**config.mk**
```make
export PLATFORM = sky130hd
export DESIGN_NAME = decode_pipe
export DESIGN_NICKNAME = d
export VERILOG_FILES = /design/src/rtl/decode_pipe.sv
export SDC_FILE = /design/constraint.sdc
export NUM_CORES = 1
export LEC_CHECK = 0
export ABC_CLOCK_PERIOD_IN_PS = 4090
export BUFFER_PORTS_ARGS = -buffer_cell sky130_fd_sc_hd__buf_2
export CORE_ASPECT_RATIO = 1.1
export CORE_UTILIZATION = 35
export DETAILED_ROUTE_END_ITERATION = 8
export GPL_ROUTABILITY_DRIVEN = 0
export GPL_TIMING_DRIVEN = 1
export PLACE_DENSITY_LB_ADDON = 0.3
export SLEW_MARGIN = 20
export SYNTH_ARGS = -nofsm -noshare
export SYNTH_HDL_FRONTEND = slang
export SYNTH_SLANG_ARGS = --single-unit
```
**constraint.sdc**
```tcl
create_clock -name i_clk -period 4.09 [get_ports i_clk]
set_input_delay 0.2045 -clock i_clk [delete_from_list [all_inputs] [get_ports i_clk]]
set_output_delay 0.2045 -clock i_clk [all_outputs]
set_load 0.005 [all_outputs]
```
**src/rtl/decode_pipe.sv**
```systemverilog
`default_nettype none
// ============================================================================
// Module   : decode_pipe
// Purpose  : Single-stage instruction decode with a valid/ready handshake on
//            both sides. Storage is an output register (OUT) plus one skid
//            register (SKID), so o_ready is a plain register output and never
//            depends combinationally on i_ready. It splits out the opcode and
//            operand fields, flags jumps, computes the jump target and counts
//            the instructions handed downstream.
// Revision : 1.0 - initial release
// ----------------------------------------------------------------------------
// Ports
//   i_clk          in   1             clock, rising edge
//   i_rst          in   1             asynchronous active-high reset
//   i_flush        in   1             synchronous flush of OUT and SKID
//   i_valid        in   1             upstream instruction valid
//   o_ready        out  1             decode can accept (SKID empty)
//   i_inst         in   WORD_WIDTH    instruction from fetch
//   i_pc           in   ADDR_WIDTH    PC of i_inst
//   o_valid        out  1             decoded instruction valid
//   i_ready        in   1             execute accepts decoded instruction
//   o_opcode       out  OPCODE_WIDTH  instruction MSBs
//   o_operand_full out  FULL_W        instruction bits below the opcode
//   o_operand1     out  OP_W          upper half of o_operand_full
//   o_operand2     out  OP_W          lower half of o_operand_full
//   o_pc           out  ADDR_WIDTH    PC of the presented instruction
//   o_is_jmp       out  1             presented instruction is a jump
//   o_next_pc      out  ADDR_WIDTH    jump target
//   o_retired      out  CNT_WIDTH     instructions handed downstream (wraps)
// ----------------------------------------------------------------------------
// Build option
//   DECODE_REL_JMP_EN : when defined, REL_JMP_OPCODE is also a jump whose
//                       target is o_pc + sign-extended o_operand_full.
// ============================================================================
module decode_pipe #(
    parameter int                       ADDR_WIDTH     = 12,
    parameter int                       WORD_WIDTH     = 16,
    parameter int                       OPCODE_WIDTH   = 4,
    parameter logic [OPCODE_WIDTH-1:0]  JMP_OPCODE     = 'h9,
    parameter logic [OPCODE_WIDTH-1:0]  REL_JMP_OPCODE = 'hA,
    parameter int                       CNT_WIDTH      = 16
) (
    input  logic                              i_clk,
    input  logic                              i_rst,
    input  logic                              i_flush,
    input  logic                              i_valid,
    output logic                              o_ready,
    input  logic [WORD_WIDTH-1:0]             i_inst,
    input  logic [ADDR_WIDTH-1:0]             i_pc,
    output logic                              o_valid,
    input  logic                              i_ready,
    output logic [OPCODE_WIDTH-1:0]           o_opcode,
    output logic [WORD_WIDTH-OPCODE_WIDTH-1:0] o_operand_full,
    output logic [(WORD_WIDTH-OPCODE_WIDTH)/2-1:0] o_operand1,
    output logic [(WORD_WIDTH-OPCODE_WIDTH)/2-1:0] o_operand2,
    output logic [ADDR_WIDTH-1:0]             o_pc,
    output logic                              o_is_jmp,
    output logic [ADDR_WIDTH-1:0]             o_next_pc,
    output logic [CNT_WIDTH-1:0]              o_retired
);

    localparam int FULL_W = WORD_WIDTH - OPCODE_WIDTH;
    localparam int OP_W   = FULL_W / 2;

    generate
        if ((FULL_W % 2) != 0) begin : g_bad_full_w
            $error("decode_pipe: WORD_WIDTH-OPCODE_WIDTH must be even");
        end
    endgenerate

    // ------------------------------------------------------------------
    // Storage
    // ------------------------------------------------------------------
    logic [WORD_WIDTH-1:0] out_inst_q,  out_inst_d;
    logic [ADDR_WIDTH-1:0] out_pc_q,    out_pc_d;
    logic                  out_vld_q,   out_vld_d;
    logic [WORD_WIDTH-1:0] skid_inst_q, skid_inst_d;
    logic [ADDR_WIDTH-1:0] skid_pc_q,   skid_pc_d;
    logic                  skid_vld_q,  skid_vld_d;
    logic [CNT_WIDTH-1:0]  retired_q,   retired_d;

    logic w_up_xfer;
    logic w_dn_xfer;

    assign o_ready   = !skid_vld_q;
    assign w_up_xfer = i_valid && o_ready;
    assign w_dn_xfer = out_vld_q && i_ready;

    always_comb begin
        out_inst_d  = out_inst_q;
        out_pc_d    = out_pc_q;
        out_vld_d   = out_vld_q;
        skid_inst_d = skid_inst_q;
        skid_pc_d   = skid_pc_q;
        skid_vld_d  = skid_vld_q;
        retired_d   = retired_q;

        if (i_flush) begin
            // Flush wins over both handshakes; nothing is counted.
            out_vld_d  = 1'b0;
            skid_vld_d = 1'b0;
        end else begin
            if (w_dn_xfer) begin
                retired_d = retired_q + {{(CNT_WIDTH-1){1'b0}}, 1'b1};
            end

            if (w_dn_xfer || !out_vld_q) begin
                // OUT is free this cycle. A full SKID is older than anything
                // upstream (and blocks upstream via o_ready), so it goes first.
                if (skid_vld_q) begin
                    out_inst_d = skid_inst_q;
                    out_pc_d   = skid_pc_q;
                    out_vld_d  = 1'b1;
                    skid_vld_d = 1'b0;
                end else if (w_up_xfer) begin
                    out_inst_d = i_inst;
                    out_pc_d   = i_pc;
                    out_vld_d  = 1'b1;
                end else begin
                    out_vld_d  = 1'b0;
                end
            end else if (w_up_xfer) begin
                // OUT is holding: park the new instruction in SKID.
                skid_inst_d = i_inst;
                skid_pc_d   = i_pc;
                skid_vld_d  = 1'b1;
            end
        end
    end

    always_ff @(posedge i_clk or posedge i_rst) begin
        if (i_rst) begin
            out_inst_q  <= '0;
            out_pc_q    <= '0;
            out_vld_q   <= 1'b0;
            skid_inst_q <= '0;
            skid_pc_q   <= '0;
            skid_vld_q  <= 1'b0;
            retired_q   <= '0;
        end else begin
            out_inst_q  <= out_inst_d;
            out_pc_q    <= out_pc_d;
            out_vld_q   <= out_vld_d;
            skid_inst_q <= skid_inst_d;
            skid_pc_q   <= skid_pc_d;
            skid_vld_q  <= skid_vld_d;
            retired_q   <= retired_d;
        end
    end

    // ------------------------------------------------------------------
    // Decode of the presented instruction
    // ------------------------------------------------------------------
    logic [OPCODE_WIDTH-1:0] w_opcode;
    logic [FULL_W-1:0]       w_full;
    logic [ADDR_WIDTH-1:0]   w_full_zx;
    logic                    w_is_abs;
    logic                    w_is_rel;
    logic [ADDR_WIDTH-1:0]   w_rel_target;

    assign w_opcode = out_inst_q[WORD_WIDTH-1 -: OPCODE_WIDTH];
    assign w_full   = out_inst_q[FULL_W-1:0];
    assign w_is_abs = (w_opcode == JMP_OPCODE);

    generate
        if (FULL_W >= ADDR_WIDTH) begin : g_abs_trunc
            assign w_full_zx = w_full[ADDR_WIDTH-1:0];
        end else begin : g_abs_zext
            assign w_full_zx = {{(ADDR_WIDTH-FULL_W){1'b0}}, w_full};
        end
    endgenerate

`ifdef DECODE_REL_JMP_EN
    logic [ADDR_WIDTH-1:0] w_full_sx;

    generate
        if (FULL_W >= ADDR_WIDTH) begin : g_rel_trunc
            assign w_full_sx = w_full[ADDR_WIDTH-1:0];
        end else begin : g_rel_sext
            assign w_full_sx = {{(ADDR_WIDTH-FULL_W){w_full[FULL_W-1]}}, w_full};
        end
    endgenerate

    assign w_is_rel     = (w_opcode == REL_JMP_OPCODE);
    assign w_rel_target = out_pc_q + w_full_sx;
`else
    // Relative jumps disabled: the opcode decodes as an ordinary instruction.
    logic w_unused_rel;

    assign w_unused_rel = ^REL_JMP_OPCODE;
    assign w_is_rel     = 1'b0;
    assign w_rel_target = '0;
`endif

    // Every decoded field reads zero while nothing valid is presented.
    assign o_valid        = out_vld_q;
    assign o_opcode       = out_vld_q ? w_opcode : '0;
    assign o_operand_full = out_vld_q ? w_full : '0;
    assign o_operand1     = out_vld_q ? w_full[FULL_W-1 -: OP_W] : '0;
    assign o_operand2     = out_vld_q ? w_full[OP_W-1:0] : '0;
    assign o_pc           = out_vld_q ? out_pc_q : '0;
    assign o_is_jmp       = out_vld_q && (w_is_abs || w_is_rel);
    assign o_next_pc      = !out_vld_q ? '0 :
                            w_is_abs   ? w_full_zx :
                            w_is_rel   ? w_rel_target : '0;
    assign o_retired      = retired_q;

endmodule
`default_nettype wire

```
=== After elaboration in Yosys (flattened, before gate mapping) ===
Index checks and enable logic that the tools add are counted.

* Mux-type cells: 18
* Equality and inequality tests: 1
* Bitwise gates (word level): 2
* Reduce and logical (&&, ||, !) cells: 12
* Add/sub/neg operators: 1

{| class="wikitable"
|+ Operators by type and width
! kind !! number
|-
| 12-bit 2-to-1 mux || 6
|-
| 16-bit 2-to-1 mux || 2
|-
| 16-bit by 1-bit adder with 16-bit output (second input constant) || 1
|-
| 6-bit 2-to-1 mux || 2
|-
| 1-bit 2-to-1 mux || 7
|-
| 3-bit AND reduction || 2
|-
| 4-bit equality test (second input constant) || 1
|-
| 4-bit 2-to-1 mux || 1
|-
| 2-bit nonzero test || 2
|-
| 1-bit logical AND || 3
|-
| 3-bit nonzero test || 1
|-
| 1-bit logical NOT || 2
|-
| 1-bit NOT || 2
|-
| 2-bit AND reduction || 1
|-
| 1-bit logical OR || 1
|}

* Register bits: 74
* Input bits: 33
* Logic and storage cells: 41
* Output and inout bits: 71

=== Depth between registers and ports, before layout ===
* Word-level depth: 6
* Gate-level depth with buffers: 6
* Depth with buffers taken out: 5

=== Least setup slack after synthesis ===
OpenSTA, ideal clock, no wires.

* Kind: register -> register
* Start: register out_vld_q, in the netlist o_valid
* End: register skid_inst_q[0]
* Arrival time: 1.266 ns
* Data required time: 3.965 ns
* Path buffers: 1
* Cell stages (with the launch flop): 6
* Slack: 2.699 ns
* Setup time: 0.125 ns
* Period minus slack after synthesis: 1.391 ns
* Cell sequence: dfrtp_1 > nand2b_1 > nor2_2 > nand3_4 > buf_6 > mux2_4

* Cells in the longest elaborated chain, start to end: 4
* Elaborated cells on any way between the ends: 5
* Classes of those cells: 1 x bitwise; 4 x reduce/logical

{| class="wikitable"
|+ RTL lines
! element !! line !! source
|-
| from (decl) || 76 || <nowiki>logic out_vld_q, out_vld_d;</nowiki>
|-
| from (signal assigned) || 143 || <nowiki>out_vld_q <= out_vld_d;</nowiki>
|-
| 1-bit logical AND or 1-bit logical NOT (tied branches) || - ||
|-
| 1-bit logical OR * || 107 || <nowiki>if (w_dn_xfer || !out_vld_q) begin</nowiki>
|-
| 1-bit NOT (no line) * || - ||
|-
| 3-bit AND reduction (no line) * || - ||
|-
| to (signal assigned) || 144 || <nowiki>skid_inst_q <= skid_inst_d;</nowiki>
|-
| to (decl) || 77 || <nowiki>logic [WORD_WIDTH-1:0] skid_inst_q, skid_inst_d;</nowiki>
|}

Every way passes the cells marked *; elsewhere a longest branch is shown, timed or not.
A chain may end at the register's enable or synchronous reset.

=== Worst setup path after layout ===
* Start: register out_vld_q, in the netlist o_valid
* End: output o_next_pc[5]

* Cells in the longest elaborated chain, start to end: 1

{| class="wikitable"
|+ RTL lines
! element !! line !! source
|-
| 12-bit 2-to-1 mux || 203 || <nowiki>assign o_next_pc = !out_vld_q ? '0 :</nowiki>
|-
| to (decl) || 58 || <nowiki>output logic [ADDR_WIDTH-1:0] o_next_pc,</nowiki>
|}

Every way passes these cells.

==> impl_results.md <==
- Kind of launch point of the worst setup path: flop
- Commonest non-fill, non-tap cell in the layout: sky130_fd_sc_hd__buf_2
- Number of buffers on the longest clock path: 2
- Number of distinct library cells after synthesis: 28
- Data required time at the worst endpoint: 3.89 ns
- Power per cell area: 436 nW/um^2
- Top routing layer in use: met4
- DRC viols: 11
- Setup fix buffers added after clock tree synthesis: 0
- Routed met3 length: 429 microns
- Worst Hold Slack: -0.00670 ns
- Area share of fa/ha/maj cells after synthesis: 0.350%
- Startpoint-to-endpoint class of the critical path: reg -> out
- Xor and xnor fraction of the mapped netlist area: 3.67%
- Most used cells in the layout excluding fill and tap cells: 103 x sky130_fd_sc_hd__buf_2, 73 x sky130_fd_sc_hd__dfrtp_1, 40 x sky130_fd_sc_hd__and2_1
- Via count of the first global-routing pass: 2443
- Aggregate routed wire length: 7570 microns
- Fin crit share: 59.0%
- Io pins: 104
- Antenna violations before repair: 0
- Number of input and output port buffers inserted: 103
- Overall die height: 108 microns
- Cells along the critical path: and2_1 > and3_1 > and2_1 > buf_2
- Number of cell rows: 38
- Setup TNS: 0 ns
- Arrival @ worst endpoint: 2.21 ns
- Synth Instances: 312
- Number of buffers inserted by hold repair at cts: 0
- Slew at the pin closest to its max-slew limit: 0.904 ns
- Clock sink total: 74
- Number of maximum-capacitance constraint violations: 0
- Antenna Nets Post-Route: 0
- Main combinational cell family by area after synthesis: multiplexers
- Syn avg cell area: 11.5 sq um
- Antenna diode instance count: 0
- TritonCTS clock tree: yes
- Wire length of the first global-routing pass: 12400 microns
- Proportion of layout cells with a drive suffix above 1: 38.3%
- GRT Overall Usage: 15.2%
- Violated checks: DRC, hold timing
- Slowest stage cell, crit path: sky130_fd_sc_hd__dfrtp_1
- Yosys warnings: 0
- GRT overflow: 0
- Pins over their slew limit: 0
- Level count of the clock H-tree: 3
- Wire length the detailed router placed on met1: 3440 microns
- Hold Crit Class: in -> async
- Maximum fanout count along the critical path: 33
- Fraction of the mapped netlist area in simple logic gates: 15.6%
- Critical path's most frequent cell: sky130_fd_sc_hd__and2_1
- Synth Area in Compound Gates: 4.41%
- Root Driver: sky130_fd_sc_hd__clkbuf_8
- Lkg Pwr: 2.10 nW
- Final setup fails: 0
- Number of DRC violations after detailed-routing iteration 0: 98
- Clock insertion delay at the later pin of the skew report: 0.35 ns
- Proportion of synthesized chip area in sequential cells: 51.8%
- Width of the die: 98.4 microns
- Delay of the slowest cell on the worst path: 0.94 ns
- Post-CTS Resized: 0
- Total clock buffers created by CTS: 9
- Number of endpoints with negative hold slack in the final report: 8
- Setup repair after global routing missed its margin: no
- Design Power: 0.00188 W
- Worst-case vdd ir drop: 0.189 mV
- Via density per instance: 4.67
- Routed length per instance: 14.4 microns
- Clock skew: 0.00850 ns
- Status: finished, violations left
- Largest net degree at the start of global routing: 50
- Relative max-transition margin: 39.7%
- Vias after detailed routing: 2463
- Area of the placeable core: 9890 sq um
- Starting utilization of the core area: 36.2%
- Final HPWL DP: 5250 microns
- Multiplexer fraction of the synthesized cell area: 18.7%
- DR pass1 iterations: 6
- Net total in the final layout: 436
- Endpoint class of the critical path: output port
- Final min period: 2.41 ns
- Syn Nets: 346
- Met2 routed WL: 3600 microns
- Post-Synthesis Cell Area: 3580 sq um
- Area added between synthesis and finish: 20.5%
- Clock slew at the register clock pins of the worst setup and hold paths: 0.08 ns
- Number of storage elements in the synthesis netlist: 74
- Max Clock Freq: 415 MHz
- Total non-filler cell area in the finished layout: 4310 sq um
- Overall die area: 10600 sq um
- Placed instance area: 4110 sq um
-- sequential cells by signal, summed over array words and instances (netlist names) --
register / count
o_valid: 1
o_retired: 16
out_pc_q: 12
skid_inst_q: 16
out_inst_q: 16
skid_vld_q: 1
skid_pc_q: 12
-- metrics by stage --
| stage | hold WS [ns] | worst slack (ns) | utilization [%] | instances |
|---|---|---|---|---|
| CTS | 0.00968 | 1.60 | 43.6 | 527 |
| global placement | 0.399 | 1.74 | 41.5 | 511 |
| detailed placement | 0.407 | 1.67 | 41.5 | 511 |
| floorplan | 0.268 | 2.00 | - | 312 |
| global route | 0.0653 | 1.38 | 43.6 | 527 |
| finish | -0.00670 | 1.68 | 43.6 | 527 |
-- final cells by class --
class,count,area [sq um]
Clock inverter,5,62.6
Inverter,4,16.3
Fill cell,982,5580
Timing Repair Buffer,106,551
Multi-Input combinational cell,207,1540
Clock buffer,11,141
Sequential cell,74,1850
Tap cell,120,150
-- per-layer routing --
metal | vias up | global-route usage [%]
li1 | 1214 | -
met1 | 1160 | 19.4
met2 | 79 | 24.4
met3 | 10 | 4.65
met4 | 0 | 5.76
met5 | - | 0
-- Yosys cell counts --
cell | count | area share [%]
sky130_fd_sc_hd__dfrtp_1 | 74 | 52
sky130_fd_sc_hd__and2_1 | 40 | 7.0
sky130_fd_sc_hd__nor2_1 | 33 | 3.5
sky130_fd_sc_hd__a21oi_1 | 29 | 4.1
sky130_fd_sc_hd__mux2i_1 | 28 | 7.8
sky130_fd_sc_hd__mux2_4 | 20 | 8.4
sky130_fd_sc_hd__buf_4 | 15 | 3.1
sky130_fd_sc_hd__xnor2_1 | 13 | 3.2
sky130_fd_sc_hd__nand2_1 | 10 | 1.0
sky130_fd_sc_hd__mux2_2 | 8 | 2.5
sky130_fd_sc_hd__buf_2 | 6 | 0.84
sky130_fd_sc_hd__nand3_1 | 5 | 0.70
sky130_fd_sc_hd__clkbuf_1 | 4 | 0.42
sky130_fd_sc_hd__inv_1 | 4 | 0.42
sky130_fd_sc_hd__nand4_1 | 4 | 0.70
sky130_fd_sc_hd__nor3_1 | 3 | 0.42
sky130_fd_sc_hd__and3_1 | 2 | 0.35
sky130_fd_sc_hd__buf_6 | 2 | 0.63
sky130_fd_sc_hd__nor2_2 | 2 | 0.35
sky130_fd_sc_hd__xor2_1 | 2 | 0.49
sky130_fd_sc_hd__a211oi_2 | 1 | 0.35
sky130_fd_sc_hd__and4_1 | 1 | 0.24
sky130_fd_sc_hd__ha_1 | 1 | 0.35
sky130_fd_sc_hd__nand2b_1 | 1 | 0.17
sky130_fd_sc_hd__nand3_4 | 1 | 0.49
sky130_fd_sc_hd__nand3b_1 | 1 | 0.21
sky130_fd_sc_hd__nor3_2 | 1 | 0.28
sky130_fd_sc_hd__or2_1 | 1 | 0.17
-- critical path, delay by kind of cell (launching register included) --
kind / cells / cell delay (ns)
AND/OR/NAND/NOR: 3 / 0.81
buffers and inverters: 1 / 0.11
flip-flops: 1 / 0.94
-- power breakdown --
| group | total [W] | internal, W | switching, W |
|---|---|---|---|
| combinational | 0.000331 | 0.000194 | 0.000137 |
| clock | 0.000587 | 0.000302 | 0.000285 |
| sequential | 0.000961 | 0.000866 | 0.0000954 |
| total | 0.00188 | 0.00136 | 0.000517 |
-- path summary, 6_finish.rpt --
check / startpoint / to / slack (ns) / depth (start not counted)
setup reg to reg: o_valid$_DFFE_PP0N_ / skid_pc_q[7]$_DFFE_PP0P_ / 1.72 / 4
max in group asynchronous: i_rst / skid_inst_q[7]$_DFFE_PP0P_ / 3.27 / 3
min in group i_clk: i_ready / skid_vld_q$_DFFE_PP0P_ / 0.07 / 2
setup / recovery: o_valid$_DFFE_PP0N_ / o_next_pc[5] / 1.68 / 4
hold / removal: i_rst / out_pc_q[10]$_DFFE_PP0P_ / -0.007 / 2
hold reg to reg: o_retired[15]$_DFFE_PP0P_ / o_retired[15]$_DFFE_PP0P_ / 0.47 / 1
-- kinds of logic (layout without fill, tap and decap cells) --
family / count (synthesis) / after routing
mux: 56 / 56
buf+inv: 31 / 126
compound gates: 30 / 30
xor+xnor: 15 / 15
simple gates: 105 / 105
fa+ha+maj: 1 / 1
flops: 74 / 74
Note: power is estimated with default switching activity, not from simulation.
